$ cat src/rtl/seg_bcd_pkg.sv
// Shared constants and types for the multiplexed
// seven-segment display capture block.
package seg_bcd_pkg;

  localparam int SEG_A = 6;
  localparam int SEG_B = 5;
  localparam int SEG_C = 4;
  localparam int SEG_D = 3;
  localparam int SEG_E = 2;
  localparam int SEG_F = 1;
  localparam int SEG_G = 0;

  localparam logic [6:0] PAT_0 = 7'b1111110;
  localparam logic [6:0] PAT_1 = 7'b0110000;
  localparam logic [6:0] PAT_2 = 7'b1101101;
  localparam logic [6:0] PAT_3 = 7'b1111001;
  localparam logic [6:0] PAT_4 = 7'b0110011;
  localparam logic [6:0] PAT_5 = 7'b1011011;
  localparam logic [6:0] PAT_6 = 7'b1011111;
  localparam logic [6:0] PAT_7 = 7'b1110000;
  localparam logic [6:0] PAT_8 = 7'b1111111;
  localparam logic [6:0] PAT_9 = 7'b1111011;

  localparam logic [6:0] PAT_BLANK = 7'b0000000;

  localparam logic [3:0] BLANK_CODE = 4'hF;
  localparam logic [3:0] ERR_CODE   = 4'hE;

  typedef struct packed {
    logic [6:0] seg;
    logic [3:0] sel;
  } sample_t;

  function automatic logic is_onehot4(
    input logic [3:0] v
  );
    return (v != 4'd0) &&
           ((v & (v - 4'd1)) == 4'd0);
  endfunction

endpackage

$ cat src/rtl/seg_pattern_decode.sv
// Combinational seven-segment pattern to BCD
// decoder with blank and error classification.
module seg_pattern_decode
  import seg_bcd_pkg::*;
(
  input  logic [6:0] seg,
  output logic [3:0] code,
  output logic       err
);

  always_comb begin
    code = ERR_CODE;
    err  = 1'b1;
    unique case (seg)
      PAT_0: begin code = 4'd0; err = 1'b0; end
      PAT_1: begin code = 4'd1; err = 1'b0; end
      PAT_2: begin code = 4'd2; err = 1'b0; end
      PAT_3: begin code = 4'd3; err = 1'b0; end
      PAT_4: begin code = 4'd4; err = 1'b0; end
      PAT_5: begin code = 4'd5; err = 1'b0; end
      PAT_6: begin code = 4'd6; err = 1'b0; end
      PAT_7: begin code = 4'd7; err = 1'b0; end
      PAT_8: begin code = 4'd8; err = 1'b0; end
      PAT_9: begin code = 4'd9; err = 1'b0; end
      PAT_BLANK: begin
        code = BLANK_CODE;
        err  = 1'b0;
      end
      default: begin
        code = ERR_CODE;
        err  = 1'b1;
      end
    endcase
  end

endmodule

$ cat src/rtl/seg_bcd_capture.sv
// Debounces a multiplexed 4-digit seven-segment bus
// and emits whole decoded frames with a valid/ready handshake.
module seg_bcd_capture
  import seg_bcd_pkg::*;
#(
  parameter int STABLE_CYCLES = 4
) (
  input  logic        clk,
  input  logic        reset,
  input  logic [6:0]  seg,
  input  logic [3:0]  dig_sel,
  output logic [15:0] out_bcd,
  output logic [3:0]  out_err,
  output logic        out_valid,
  input  logic        out_ready,
  output logic        overrun
);

  localparam logic [3:0] CNT_PRE = 4'(STABLE_CYCLES - 1);
  localparam logic [3:0] CNT_MAX = 4'hF;

  sample_t     smp_d, smp_q;
  logic [3:0]  cnt_d, cnt_q;
  logic        capture;

  logic [3:0]  mask_d, mask_q;
  logic [15:0] stg_code_d, stg_code_q;
  logic [3:0]  stg_err_d, stg_err_q;
  logic        done_d, done_q;

  logic [15:0] bcd_d, bcd_q;
  logic [3:0]  oerr_d, oerr_q;
  logic        valid_d, valid_q;
  logic        ovr_d, ovr_q;

  logic [3:0]  dec_code;
  logic        dec_err;

  seg_pattern_decode u_dec (
    .seg  (smp_q.seg),
    .code (dec_code),
    .err  (dec_err)
  );

  // Capture fires on the single edge where the run
  // length reaches the target; saturation blocks repeats.
  always_comb begin
    smp_d   = '{seg: seg, sel: dig_sel};
    cnt_d   = 4'd0;
    capture = 1'b0;
    if (is_onehot4(smp_d.sel) &&
        (smp_d == smp_q)) begin
      cnt_d   = (cnt_q == CNT_MAX) ?
                cnt_q : cnt_q + 4'd1;
      capture = (cnt_q == CNT_PRE);
    end
  end

  always_comb begin
    mask_d     = mask_q;
    stg_code_d = stg_code_q;
    stg_err_d  = stg_err_q;
    done_d     = 1'b0;
    if (done_q) begin
      mask_d = 4'd0;
    end
    if (capture) begin
      mask_d = mask_q | smp_q.sel;
      done_d = ((mask_q | smp_q.sel) == 4'hF);
      for (int i = 0; i < 4; i++) begin
        if (smp_q.sel[i]) begin
          stg_code_d[4*i +: 4] = dec_code;
          stg_err_d[i]         = dec_err;
        end
      end
    end
  end

  always_comb begin
    bcd_d   = bcd_q;
    oerr_d  = oerr_q;
    valid_d = valid_q;
    ovr_d   = ovr_q;
    if (done_q) begin
      if (!valid_q || out_ready) begin
        bcd_d   = stg_code_q;
        oerr_d  = stg_err_q;
        valid_d = 1'b1;
      end else begin
        ovr_d = 1'b1;
      end
    end else if (valid_q && out_ready) begin
      valid_d = 1'b0;
    end
  end

  always_ff @(posedge clk) begin
    if (reset) begin
      smp_q      <= '0;
      cnt_q      <= 4'd0;
      mask_q     <= 4'd0;
      stg_code_q <= {4{BLANK_CODE}};
      stg_err_q  <= 4'd0;
      done_q     <= 1'b0;
      bcd_q      <= {4{BLANK_CODE}};
      oerr_q     <= 4'd0;
      valid_q    <= 1'b0;
      ovr_q      <= 1'b0;
    end else begin
      smp_q      <= smp_d;
      cnt_q      <= cnt_d;
      mask_q     <= mask_d;
      stg_code_q <= stg_code_d;
      stg_err_q  <= stg_err_d;
      done_q     <= done_d;
      bcd_q      <= bcd_d;
      oerr_q     <= oerr_d;
      valid_q    <= valid_d;
      ovr_q      <= ovr_d;
    end
  end

  assign out_bcd   = bcd_q;
  assign out_err   = oerr_q;
  assign out_valid = valid_q;
  assign overrun   = ovr_q;

endmodule

$ cat config.mk
export PLATFORM = sky130hd
export DESIGN_NAME = seg_bcd_capture
export DESIGN_NICKNAME = d
export VERILOG_FILES = /design/src/rtl/seg_bcd_pkg.sv /design/src/rtl/seg_pattern_decode.sv /design/src/rtl/seg_bcd_capture.sv
export SDC_FILE = /design/constraint.sdc
export NUM_CORES = 1
export LEC_CHECK = 0
export CAP_MARGIN = 20
export CORE_MARGIN = 1
export CORE_UTILIZATION = 26
export CTS_CLUSTER_DIAMETER = 80
export CTS_CLUSTER_SIZE = 8
export DETAILED_ROUTE_END_ITERATION = 16
export GPL_ROUTABILITY_DRIVEN = 1
export PLACE_DENSITY = 0.45
export RECOVER_POWER = 25
export SYNTH_ARGS = -nofsm -noshare
export SYNTH_HDL_FRONTEND = slang
export SYNTH_SLANG_ARGS = --single-unit
$ cat constraint.sdc
create_clock -name clk -period 1.7 [get_ports clk]
set_input_delay 0.17 -clock clk [delete_from_list [all_inputs] [get_ports clk]]
set_output_delay 0.17 -clock clk [all_outputs]
set_load 0.05 [all_outputs]
==> results by group, run 1 <==
Placement
  – Cells after DPL: 509
  – Dpl hpwl: 4.873 mm
  – Placed cell areas: 3493 um2
  – GPL Wtd Cong: 0.7866
  – Port-buffer cells: 35
  – Place WS: -0.3769 ns

Clocking
  – Skew-Pair Late Insertion Delay: 0.35 ns
  – TritonCTS clock tree: yes
  – H-Tree Level Count: 3
  – Clk root buf: clkbuf_8
  – CTS Hold Buffers Added: 0
  – Clock Tree Buf Depth: 2
  – Clock sinks: 62
  – Clk slew on worst S/H paths: 0.07 ns
  – CTS Buf Count: 9

Layout
  – Commonest non-fill, non-tap cell in the layout: dfxtp_1
  – Area Growth Syn to Fin: 45.50%
  – Number of diodes: 0
  – Layout cells sized above 1: 28.07%
  – Final nets: 409
  – Non-Filler Instances: 532
  – Most frequent cells in the layout: dfxtp_1 (59), buf_4 (56), nand2_1 (49)
  – Design area: 3905 um2

GRT
  – Vias in the first global route: 2444
  – Initial antenna violation count: 0
  – Total GRT Usage: 13.72%
  – Largest net degree at the start of global routing: 37
  – First-pass GRT wire length: 11.81 mm
  – Gr ovfl total: 0

Flow run
  – Max-Cap Viols: 0

Synth
  – Synth area leader: dfxtp_1
  – Primary FF master, synth: dfxtp_1
  – Post-synth EDFFs: 0
  – Post-synthesis cell type count: 43
  – Synth Net Count: 330
  – Avg Inst Size Synth: 8.520 um2
  – Top cells by area, synth: dfxtp_1 (46%), nand3_1 (8.8%), nand2_1 (7.3%)
  – Yosys reg bits: 62
  – Mapped Area: 2684 um2
  – Register area share after synthesis: 46.25%
  – Yosys top cell area share: 46.25%
  – Ys Warns: 0
  – Synth async-reset ratio: 0%
  – Cells after Synth: 315

STA
  – Max-slew violations: 0
  – Final setup fails: 13
  – Fmax: 557.9 MHz
  – Fin Setup TNS: -0.3217 ns
  – Slew headroom: 60.27%
  – Crit share post-route: 105.4%
  – RSZ-0062 raised after global routing: yes
  – Layout Skew: 0.005349 ns
  – Worst slew pin tran: 0.5985 ns
  – Minimum clock period: 1.793 ns
  – Final WS setup: -0.09255 ns
  – Fin. Hold Viols: 0

Pwr
  – Pwr/cell area: 791.1 nW/um2
  – Worst VDD drop: 0.2645 mV
  – Reg power frac: 47.9%
  – Clock power share: 42.7%
  – Part of the power in combinational logic: 9.4%
  – Int Pwr: 0.002322 W
  – Leak Pwr: 1.482 nW
  – Net switching fraction of the power: 24.82%
  – Switch Pwr: 0.0007666 W

Routing
  – DR iter-0 viols: 80
  – Remaining DRCs: 0
  – Routed wire length per instance: 12.85 um
  – Post-detailed-routing wire length: 6.835 mm
  – Drt pass-1 iters: 4
  – Routed vias: 2462
  – Post-DR vias/cell: 4.628
  – Antenna-violating nets left: 0

Worst hold path
  – Hold path depth: 2
  – Hold path startpoint: dig_sel[0]
  – Hold Path Sink: smp_q[0]
  – Worst Hold Class: in2reg

Critical path
  – Buf/Inv on CP: 2
  – R2r startpoint: cnt_q[1]
  – Kind of critical path: reg2reg
  – Cells along the critical path: ha_4 > nor3b_4 > buf_6 > nand2_2 > or4_4 > buf_4 > o32ai_2
  – CP Data Required Time: 1.96 ns
  – CP delay by family, top: simple AND/OR/NAND/NOR gates
  – Worst endpoint data arrival time: 2.05 ns
  – CP endpoint kind: flip-flop
  – Maximum fanout along the worst path: 7
  – Cells on worst reg2reg path: 7
  – Reg2reg end: mask_q[1]
  – Crit path launch type: flip-flop
  – Slowest CP cell: or4_4
  – Reg2Reg Setup Slack: -0.09 ns
  – CP max stage delay: 0.48 ns

Run status
  – Status: finished, violations left
  – Failing checks: setup timing

Floorplan
  – Die width: 103.6 um
  – Ports: 36
  – Initial Utilization: 27.08%
  – Die H: 103.6 um
  – Die area: 10730 um2
  – Rows: 36
  – Area of the core: 9910 um2
## kinds of logic (layout without fill, tap and decap cells)
kind of cell / Yosys count / count (layout) / synth area share [%]
and+or+nand+nor: 160 / 160 / 30.12
DFF: 62 / 62 / 46.25
AOI/OAI and AO/OA: 48 / 48 / 12.12
buffers and inverters: 27 / 111 / 4.988
xor gates and xnor gates: 12 / 12 / 4.196
muxes: 5 / 5 / 1.865
adders and majority gates: 1 / 1 / 0.4661
## per-layer routing
| layer | global-route usage [%] | vias up | routed length, um |
|---|---|---|---|
| li1 | - | 1273 | - |
| met1 | 16.94 | 1137 | 3259 |
| met2 | 22.72 | 42 | 3208 |
| met3 | 4.154 | 10 | 278 |
| met4 | 4.348 | 0 | 89 |
| met5 | 0 | - | 0 |
## power by group through the flow
stage | clock network (W) | logic, W | registers (W)
after floorplan | 0 | 0.000141 | 0.00151
after global placement | 0 | 0.000258 | 0.00151
after detailed placement | 0 | 0.000259 | 0.00151
after CTS | 0.00137 | 0.000278 | 0.00148
after global routing | 0.00143 | 0.000315 | 0.00148
final | 0.00132 | 0.000292 | 0.00148
## sequential cells by signal, summed over array words and instances, names as in the netlist
name	flops
smp_q	11
mask_q	4
overrun	1
out_valid	1
stg_code_q	16
done_q	1
cnt_q	4
out_bcd	16
stg_err_q	4
out_err	4
## synthesized netlist by cell type, types with 6 or more instances
library cell / n
xor2_1: 6
nor4_1: 6
dfxtp_1: 62
nor2_1: 16
nor2b_1: 12
clkbuf_1: 11
nand3_1: 47
nand2_1: 52
o21ai_0: 14
a21oi_1: 8
## layout make-up
cell class | instances | area [um2]
sequential | 62 | 1247
timing repair buffer | 91 | 790.8
multi-input combinational | 226 | 1485
clock inverter | 5 | 58.81
fill | 1032 | 6005
inverter | 4 | 15.01
clock buffer | 11 | 141.4
tap | 133 | 166.4
## worst max-delay path by stage
stage / end / cells after the start / slack [ns] / startpoint
final: mask_q[1] / 7 / -0.09 / cnt_q[1]
after global routing: stg_err_q[1] / 7 / -0.15 / cnt_q[1]
after CTS: stg_code_q[1] / 6 / -0.06 / smp_q[4]
after detailed placement: stg_err_q[0] / 6 / -0.38 / seg[2]
after global placement: stg_err_q[3] / 6 / -0.37 / seg[2]
after floorplan: stg_code_q[11] / 6 / -0.009 / smp_q[5]
## through the flow
stage / utilization, % / hold slack (ns) / power, W
after floorplan: - / 0.2982 / 0.001650
after global placement: 35.25 / 0.4505 / 0.001771
after detailed placement: 35.25 / 0.4521 / 0.001772
after CTS: 38.06 / 0.2996 / 0.003124
after global routing: 39.41 / 0.3331 / 0.003229
final: 39.41 / 0.3172 / 0.003089
## what timing repair did
action,4_1_cts,5_1_grt
cloned,0,0
endpoints found under the setup margin,29,34
buffers inserted,4,3
resized for setup,12,29
pin swaps,4,3
Note: power is estimated with default switching activity, not from simulation.
==> inputs of run 2 (changes only) <==
Settings changed: ABC_AREA from default to 0.
==> results of run 2 <==
No change in the layout: final DEF, timing and power equal those of run 1.
